<file path="src/rtl/serial_add_ctrl_if.sv">
// Handshake/bus bundle for serial_add_ctrl: start/operands in, busy/done/result out.
// The sub request line exists only when SERIAL_ADD_SUB_EN is defined.
interface serial_add_ctrl_if #(
  parameter int WIDTH = 8
);
  logic             start;
  logic [WIDTH-1:0] a;
  logic [WIDTH-1:0] b;
`ifdef SERIAL_ADD_SUB_EN
  logic             sub;
`endif
  logic             busy;
  logic             done;
  logic [WIDTH-1:0] sum;
  logic             cout;

`ifdef SERIAL_ADD_SUB_EN
  modport master (output start, a, b, sub, input busy, done, sum, cout);
  modport slave  (input start, a, b, sub, output busy, done, sum, cout);
`else
  modport master (output start, a, b, input busy, done, sum, cout);
  modport slave  (input start, a, b, output busy, done, sum, cout);
`endif
endinterface

</file>
<file path="src/rtl/serial_add_ctrl.sv">
// Bit-serial adder: one shared full-adder cell, LSB first, one bit per clock.
// Optional feature macro SERIAL_ADD_SUB_EN adds a subtract request (a - b via ~b and carry-in 1).
module serial_add_ctrl #(
  parameter int WIDTH = 8
) (
  input logic              clk,
  input logic              rst_n,
  serial_add_ctrl_if.slave bus
);

  localparam int CW = $clog2(WIDTH) + 1;

  typedef enum logic [1:0] {
    IDLE,
    RUN,
    DONE
  } state_t;

  state_t           state_q, state_d;
  logic [WIDTH-1:0] a_q, a_d;
  logic [WIDTH-1:0] b_q, b_d;
  logic             carry_q, carry_d;
  logic [CW-1:0]    cnt_q, cnt_d;
  logic [WIDTH-1:0] sum_q, sum_d;
  logic             cout_q, cout_d;
  logic             done_q, done_d;

  logic             sub_in;
  logic             ha1_s, ha1_c, ha2_s, ha2_c, fa_c;

`ifdef SERIAL_ADD_SUB_EN
  assign sub_in = bus.sub;
`else
  assign sub_in = 1'b0;
`endif

  // Shared full adder built from two half-adder stages on the operand LSBs.
  assign ha1_s = a_q[0] ^ b_q[0];
  assign ha1_c = a_q[0] & b_q[0];
  assign ha2_s = ha1_s ^ carry_q;
  assign ha2_c = ha1_s & carry_q;
  assign fa_c  = ha1_c | ha2_c;

  always_comb begin
    state_d = state_q;
    a_d     = a_q;
    b_d     = b_q;
    carry_d = carry_q;
    cnt_d   = cnt_q;
    sum_d   = sum_q;
    cout_d  = cout_q;
    done_d  = 1'b0;

    unique case (state_q)
      IDLE: begin
        if (bus.start) begin
          a_d     = bus.a;
          b_d     = sub_in ? ~bus.b : bus.b;
          carry_d = sub_in;
          cnt_d   = '0;
          state_d = RUN;
        end
      end
      RUN: begin
        a_d     = a_q >> 1;
        b_d     = b_q >> 1;
        sum_d   = {ha2_s, sum_q[WIDTH-1:1]};
        carry_d = fa_c;
        cnt_d   = cnt_q + CW'(1);
        if (cnt_q == CW'(WIDTH - 1)) begin
          cout_d  = fa_c;
          state_d = DONE;
        end
      end
      // done is registered, so the pulse appears in the cycle after DONE while start is ignored here.
      DONE: begin
        done_d  = 1'b1;
        state_d = IDLE;
      end
      default: state_d = IDLE;
    endcase
  end

  always_ff @(posedge clk or negedge rst_n) begin
    if (!rst_n) begin
      state_q <= IDLE;
      a_q     <= '0;
      b_q     <= '0;
      carry_q <= 1'b0;
      cnt_q   <= '0;
      sum_q   <= '0;
      cout_q  <= 1'b0;
      done_q  <= 1'b0;
    end else begin
      state_q <= state_d;
      a_q     <= a_d;
      b_q     <= b_d;
      carry_q <= carry_d;
      cnt_q   <= cnt_d;
      sum_q   <= sum_d;
      cout_q  <= cout_d;
      done_q  <= done_d;
    end
  end

  assign bus.busy = (state_q != IDLE);
  assign bus.done = done_q;
  assign bus.sum  = sum_q;
  assign bus.cout = cout_q;

endmodule

</file>
<file path="src/flat_wrapper.sv">
// flat-port wrapper written by rule: the top's interface ports become plain ports
module serial_add_ctrl_flat 
#(
  parameter int WIDTH = 8
)
  (clk, rst_n, bus_start, bus_a, bus_b, bus_busy, bus_done, bus_sum, bus_cout);
  serial_add_ctrl_if #(.WIDTH(WIDTH)) bus_i ();
  input logic clk;
  input logic rst_n;
  input wire logic [$bits(bus_i.start)-1:0] bus_start;
  input wire logic [$bits(bus_i.a)-1:0] bus_a;
  input wire logic [$bits(bus_i.b)-1:0] bus_b;
  output wire logic [$bits(bus_i.busy)-1:0] bus_busy;
  output wire logic [$bits(bus_i.done)-1:0] bus_done;
  output wire logic [$bits(bus_i.sum)-1:0] bus_sum;
  output wire logic [$bits(bus_i.cout)-1:0] bus_cout;
  assign bus_i.start = bus_start;
  assign bus_i.a = bus_a;
  assign bus_i.b = bus_b;
  assign bus_busy = bus_i.busy;
  assign bus_done = bus_i.done;
  assign bus_sum = bus_i.sum;
  assign bus_cout = bus_i.cout;
  serial_add_ctrl #(.WIDTH(WIDTH)) u_core (.clk(clk), .rst_n(rst_n), .bus(bus_i));
endmodule
</file>
<file path="config.mk">
export PLATFORM = sky130hd
export DESIGN_NAME = serial_add_ctrl_flat
export DESIGN_NICKNAME = d
export VERILOG_FILES = /design/src/rtl/serial_add_ctrl_if.sv /design/src/rtl/serial_add_ctrl.sv /design/src/flat_wrapper.sv
export SDC_FILE = /design/constraint.sdc
export NUM_CORES = 1
export LEC_CHECK = 0
export ABC_AREA = 1
export CAP_MARGIN = 10
export CORE_UTILIZATION = 28
export DETAILED_ROUTE_END_ITERATION = 10
export PLACE_DENSITY = 0.61
export SETUP_SLACK_MARGIN = 0.5
export SLEW_MARGIN = 25
export SYNTH_ARGS = -nofsm -noshare
export SYNTH_HDL_FRONTEND = slang
export SYNTH_SLANG_ARGS = --single-unit
export TNS_END_PERCENT = 20
</file>
<file path="constraint.sdc">
create_clock -name clk -period 1.11 [get_ports clk]
set_input_delay 0.1665 -clock clk [delete_from_list [all_inputs] [get_ports clk]]
set_output_delay 0.1665 -clock clk [all_outputs]
set_load 0.01 [all_outputs]
</file>
Word-level counts from Yosys, hierarchy flattened. Cells that the tools add are included.

Add/subtract/negate cells: 1. Eq/ne operators: 5. Muxes and demuxes: 12. Bitwise operators: 5. Reduce and logical (&&, ||, !) cells: 6.

Operators by type and width (number): $pmux 8 s2 (2); $mux 8 (2); $pmux 4 s2 (1); $reduce_and 2->1 (3); $add 4x1->4 const B (1); $eq 4x3->1 const B (1); $mux 2 (2); $mux 4 (1); $pmux 2 s2 (1); $reduce_bool 2->1 (2); $and 1x1->1 (2); $eq 2x1->1 const B (1); $eq 2x2->1 const B (1); $logic_not 2->1 (1); $mux 1 (2); $ne 2x1->1 const B (1); $ne 2x2->1 const B (1); $pmux 1 s2 (1); $xor 1x1->1 (2); $or 1x1->1 (1).

Register bits after elaboration: 33. Output and inout bits: 11. Word-level logic and storage cells: 37.

Depth between registers and ports, before layout.
Depth in word-level cells: 4. Mapped depth: 5.

Least setup slack after synthesis. OpenSTA, ideal clock, no wires.

Kind: flip-flop to output port. From: register u_core.state_q[1]. To: output port bus_busy. Arrival: 902 ps. Setup slack: 42 ps. Cell stages (with the launch flop): 4. Path through: dfrtp_1 -> nor2_1 -> buf_4 -> inv_1.

Longest elaborated chain between the ends: 1.

RTL lines: from (decl) (RTL line serial_add_ctrl.sv:19) `state_t state_q, state_d;`; from (signal assigned) (RTL line serial_add_ctrl.sv:95) `state_q <= state_d;`; $reduce_bool 2->1 (RTL line serial_add_ctrl.sv:106) `assign bus.busy = (state_q != IDLE);`; to (decl) (RTL line flat_wrapper.sv:13) `output wire logic [$bits(bus_i.busy)-1:0] bus_busy;`.

No other way between the ends.

Final worst setup path.
From: register u_core.state_q[1]. To: register u_core.a_q[3].

Longest elaborated chain between the ends: 3. Elaborated cells on any way between the ends: 6.

RTL lines: $eq 2x1->1 or $logic_not 2->1 (tied branches) (RTL line serial_add_ctrl.sv:54) `unique case (state_q)`; $reduce_bool 2->1 (no line) or $ne 2x2->1 (tied branches); $reduce_and 2->1 (no line); to (signal assigned) (RTL line serial_add_ctrl.sv:87) `a_q <= '0;`; to (signal assigned) (RTL line serial_add_ctrl.sv:96) `a_q <= a_d;`; to (decl) (RTL line serial_add_ctrl.sv:20) `logic [WIDTH-1:0] a_q, a_d;`.

Parallel ways exist; a longest one is shown, timed or not. A chain may end at the register's enable or synchronous reset.

==> flow_metrics.tcl <==
set metrics [dict create \
    outcome "complete, but fails checks" \
    violations "setup timing" \
    post-dp-hpwl_um 2200 \
    synth_xor_area_share_pct 0.607 \
    clock_latency_ns 0.28 \
    synth_common_cells "nand3_1 (52), nand2_1 (41), dfrtp_1 (33)" \
    routed_wl_um 3140 \
    slew_violations 0 \
    ys_ff_latch 33 \
    root_buffer "clkbuf_8" \
    netSwitchingFraction_pct 37.3 \
    rsz0062_at_grt "yes" \
    overflow 0 \
    internal-power_w 0.00318 \
    nNetsFinal 229 \
    cp_num_buf_inv 3 \
    cts.sinks 33 \
    ys_warn_count 0 \
    finalSetupViolations 21 \
    gp_congestion 0.706 \
    synth_top_area_share_pct 57.2 \
    htreeDepth 2 \
    cts_tree "done" \
    ys.flop_type "dfrtp_1" \
    cp-start-kind "flop" \
    drc 0 \
    synth_compound_area_share_pct 3.47 \
    diodes 0 \
    slowest_delay_ns 0.40 \
    synth_cell_types 14 \
    share_comb_of_total_power_pct 44.6 \
    grt_pass1_wl_um 5350 \
    grt_max_degree 34 \
    avgSynthCellArea_um2 8.97 \
    period_share_pct 104 \
    placed_cells 263 \
    viasPerCell 4.53 \
    power_density_nw_per_um2 2460 \
    synth-seq-area-share_pct 57.2 \
    grt_use_total_pct 13.0 \
    synth_area_leaders "dfrtp_1 (57%), nand3_1 (18%), nand2_1 (11%)" \
    synthArstFlopShare_pct 100 \
    cp_data_required_time_ns 1.32 \
    pre_cts_ws_ns -0.0984 \
    clkTransAtPathRegs_ns 0.07 \
    core-area_um2 4850 \
    chipWidth_um 73.8 \
    cts_inserted_buffers 5 \
    p_seq_share_pct 38.5 \
    cp_max_fo 11 \
    syn-num-nets 182 \
    rows 25 \
    p_clk_share_pct 16.9 \
    synth_top_family_by_area "simple AND/OR/NAND/NOR gates" \
    criticalPathCategory "flop to flop" \
    critPathSlowestCell "dfrtp_1" \
    antenna_found_initial 0 \
    finalNonFillerCells 276 \
    clock_path_buffers 2 \
    ant_nets 0 \
    cpLargestDelayFamily "buffers and inverters" \
    layout_min_cycle_time_ns 1.15 \
    ctsHoldBuffers 0 \
    muxShareOfSynthArea_pct 0 \
    power_leakage_nw 0.998 \
    cpMostUsedCell "buf_6" \
    syn-cell-area_um2 1440 \
    port-buffer-count 29 \
    cp.arrival_ns 1.37 \
    end_kind "flop" \
    fmaxAchievable_mhz 867 \
    ioPinCount 30 \
    synth-edff-count 0 \
    vias 1249 \
    drv_cap 0 \
    nFillCells 506 \
    yosysMostFrequentCell "nand3_1" \
    p_sw_w 0.00189 \
    max_slew_margin_pct 87.8 \
    dieArea_um2 5450 \
    synth_area_leader_cell "dfrtp_1" \
    area_growth_syn_to_layout_pct 42.6 \
    synth_fa_ha_area_share_pct 2.25 \
    power_w 0.00507 \
    syn-instance-count 161 \
    yosys.area_share.simple_pct 30.9 \
    die_y_um 73.8 \
    setup_ws_ns -0.0439 \
    wl_per_cell_um 11.4 \
    drive_above_1_share_pct 24.9 \
    finalHoldViolations 0 \
    drt_iter0_drc 63 \
    skew_ns 0.00254 \
    first_pass_iters 4 \
    path_cells "buf_6 -> buf_6 -> nor2_4 -> buf_6 -> nand2_1 -> nand3_1" \
    tightest_slew_ns 0.183 \
    start_util_pct 29.8 \
    peakVddDrop_mv 0.886 \
    hold_class "input port to asynchronous set/reset pin" \
    grt_pass1_vias 1192 \
]
-- path summary, 6_finish.rpt --
check / startpoint / slack (ns) / depth (start not counted) / to
worst max register to register: u_core.state_q[1] / -0.04 / 6 / u_core.a_q[3]
worst min register to register: u_core.bus.sum[0] / 0.47 / 2 / u_core.bus.sum[0]
min in group clk: bus_a[7] / 0.43 / 3 / u_core.a_q[7]
max in group asynchronous: rst_n / 0.68 / 2 / u_core.state_q[0]
worst min-delay path: rst_n / 0.26 / 2 / u_core.bus.sum[4]
worst max-delay path: u_core.state_q[1] / -0.04 / 6 / u_core.a_q[3]
-- what timing repair did --
action	CTS	global route
endpoints found under the setup margin	44	44
pin swaps	9	3
resized for setup	56	9
buffers inserted	5	0
-- placed cells by master, fill, tap and decap left out, types with 2 or more instances in the layout --
| cell type | instances |
|---|---|
| buf_12 | 3 |
| inv_1 | 6 |
| nand2_1 | 36 |
| nand2_2 | 4 |
| clkinv_2 | 2 |
| nor2_1 | 2 |
| buf_2 | 10 |
| o21ai_1 | 3 |
| clkdlybuf4s50_1 | 18 |
| buf_4 | 11 |
| buf_6 | 7 |
| nor2_4 | 2 |
| o21ai_0 | 7 |
| clkbuf_8 | 5 |
| dfrtp_1 | 33 |
| nand3_2 | 3 |
| nand3_1 | 49 |
-- area by class of cell --
cell class / instances / area (um2) / area share (%)
Clock buffer: 5 / 68.8 / 3.34
Inverter: 7 / 28.8 / 1.40
Timing Repair Buffer: 49 / 452 / 21.9
Tap cell: 67 / 83.8 / 4.07
Multi-Input combinational cell: 112 / 583 / 28.3
Clock inverter: 3 / 17.5 / 0.851
Sequential cell: 33 / 826 / 40.1
-- sequential cells by signal, summed over array words and instances (netlist names) --
name             cells
u_core.cnt_q         4
u_core.bus.done      1
u_core.state_q       2
u_core.carry_q       1
u_core.b_q           8
u_core.bus.cout      1
u_core.bus.sum       8
u_core.a_q           8
-- kinds of logic after synthesis --
kind of cell,count (synthesis)
simple gates,99
flops,33
buf+inv,16
compound gates,10
fa+ha+maj,2
xor+xnor,1
-- power groups by stage --
stage               registers, W  clock network (W)  logic (W)
floorplan                0.00202                  0    0.00114
global placement         0.00197                  0    0.00208
detailed placement       0.00198                  0    0.00213
CTS                      0.00195           0.000896    0.00220
global route             0.00201           0.000936    0.00253
finish                   0.00195           0.000857    0.00226
-- layer usage --
| layer | GRT usage [%] | vias up | part of all wire [%] |
|---|---|---|---|
| met2 | 20.2 | 23 | 47 |
| met3 | 3.70 | 2 | 3.9 |
| met5 | 0 | - | 0 |
| met4 | 4.70 | 0 | 0.54 |
| li1 | - | 630 | - |
| met1 | 17.2 | 594 | 48 |
-- per-stage QoR --
step	util, %	TNS (ns)	cell area, um2	hold WS [ns]
floorplan	-	0	1460	-0.129
global placement	39.6	-1.27	1920	0.467
detailed placement	39.6	-1.54	1920	0.465
CTS	41.9	-0.642	2030	0.257
global route	42.5	-2.37	2060	0.277
finish	42.5	-0.503	2060	0.261
No activity file was read; power rests on OpenSTA's default activity.
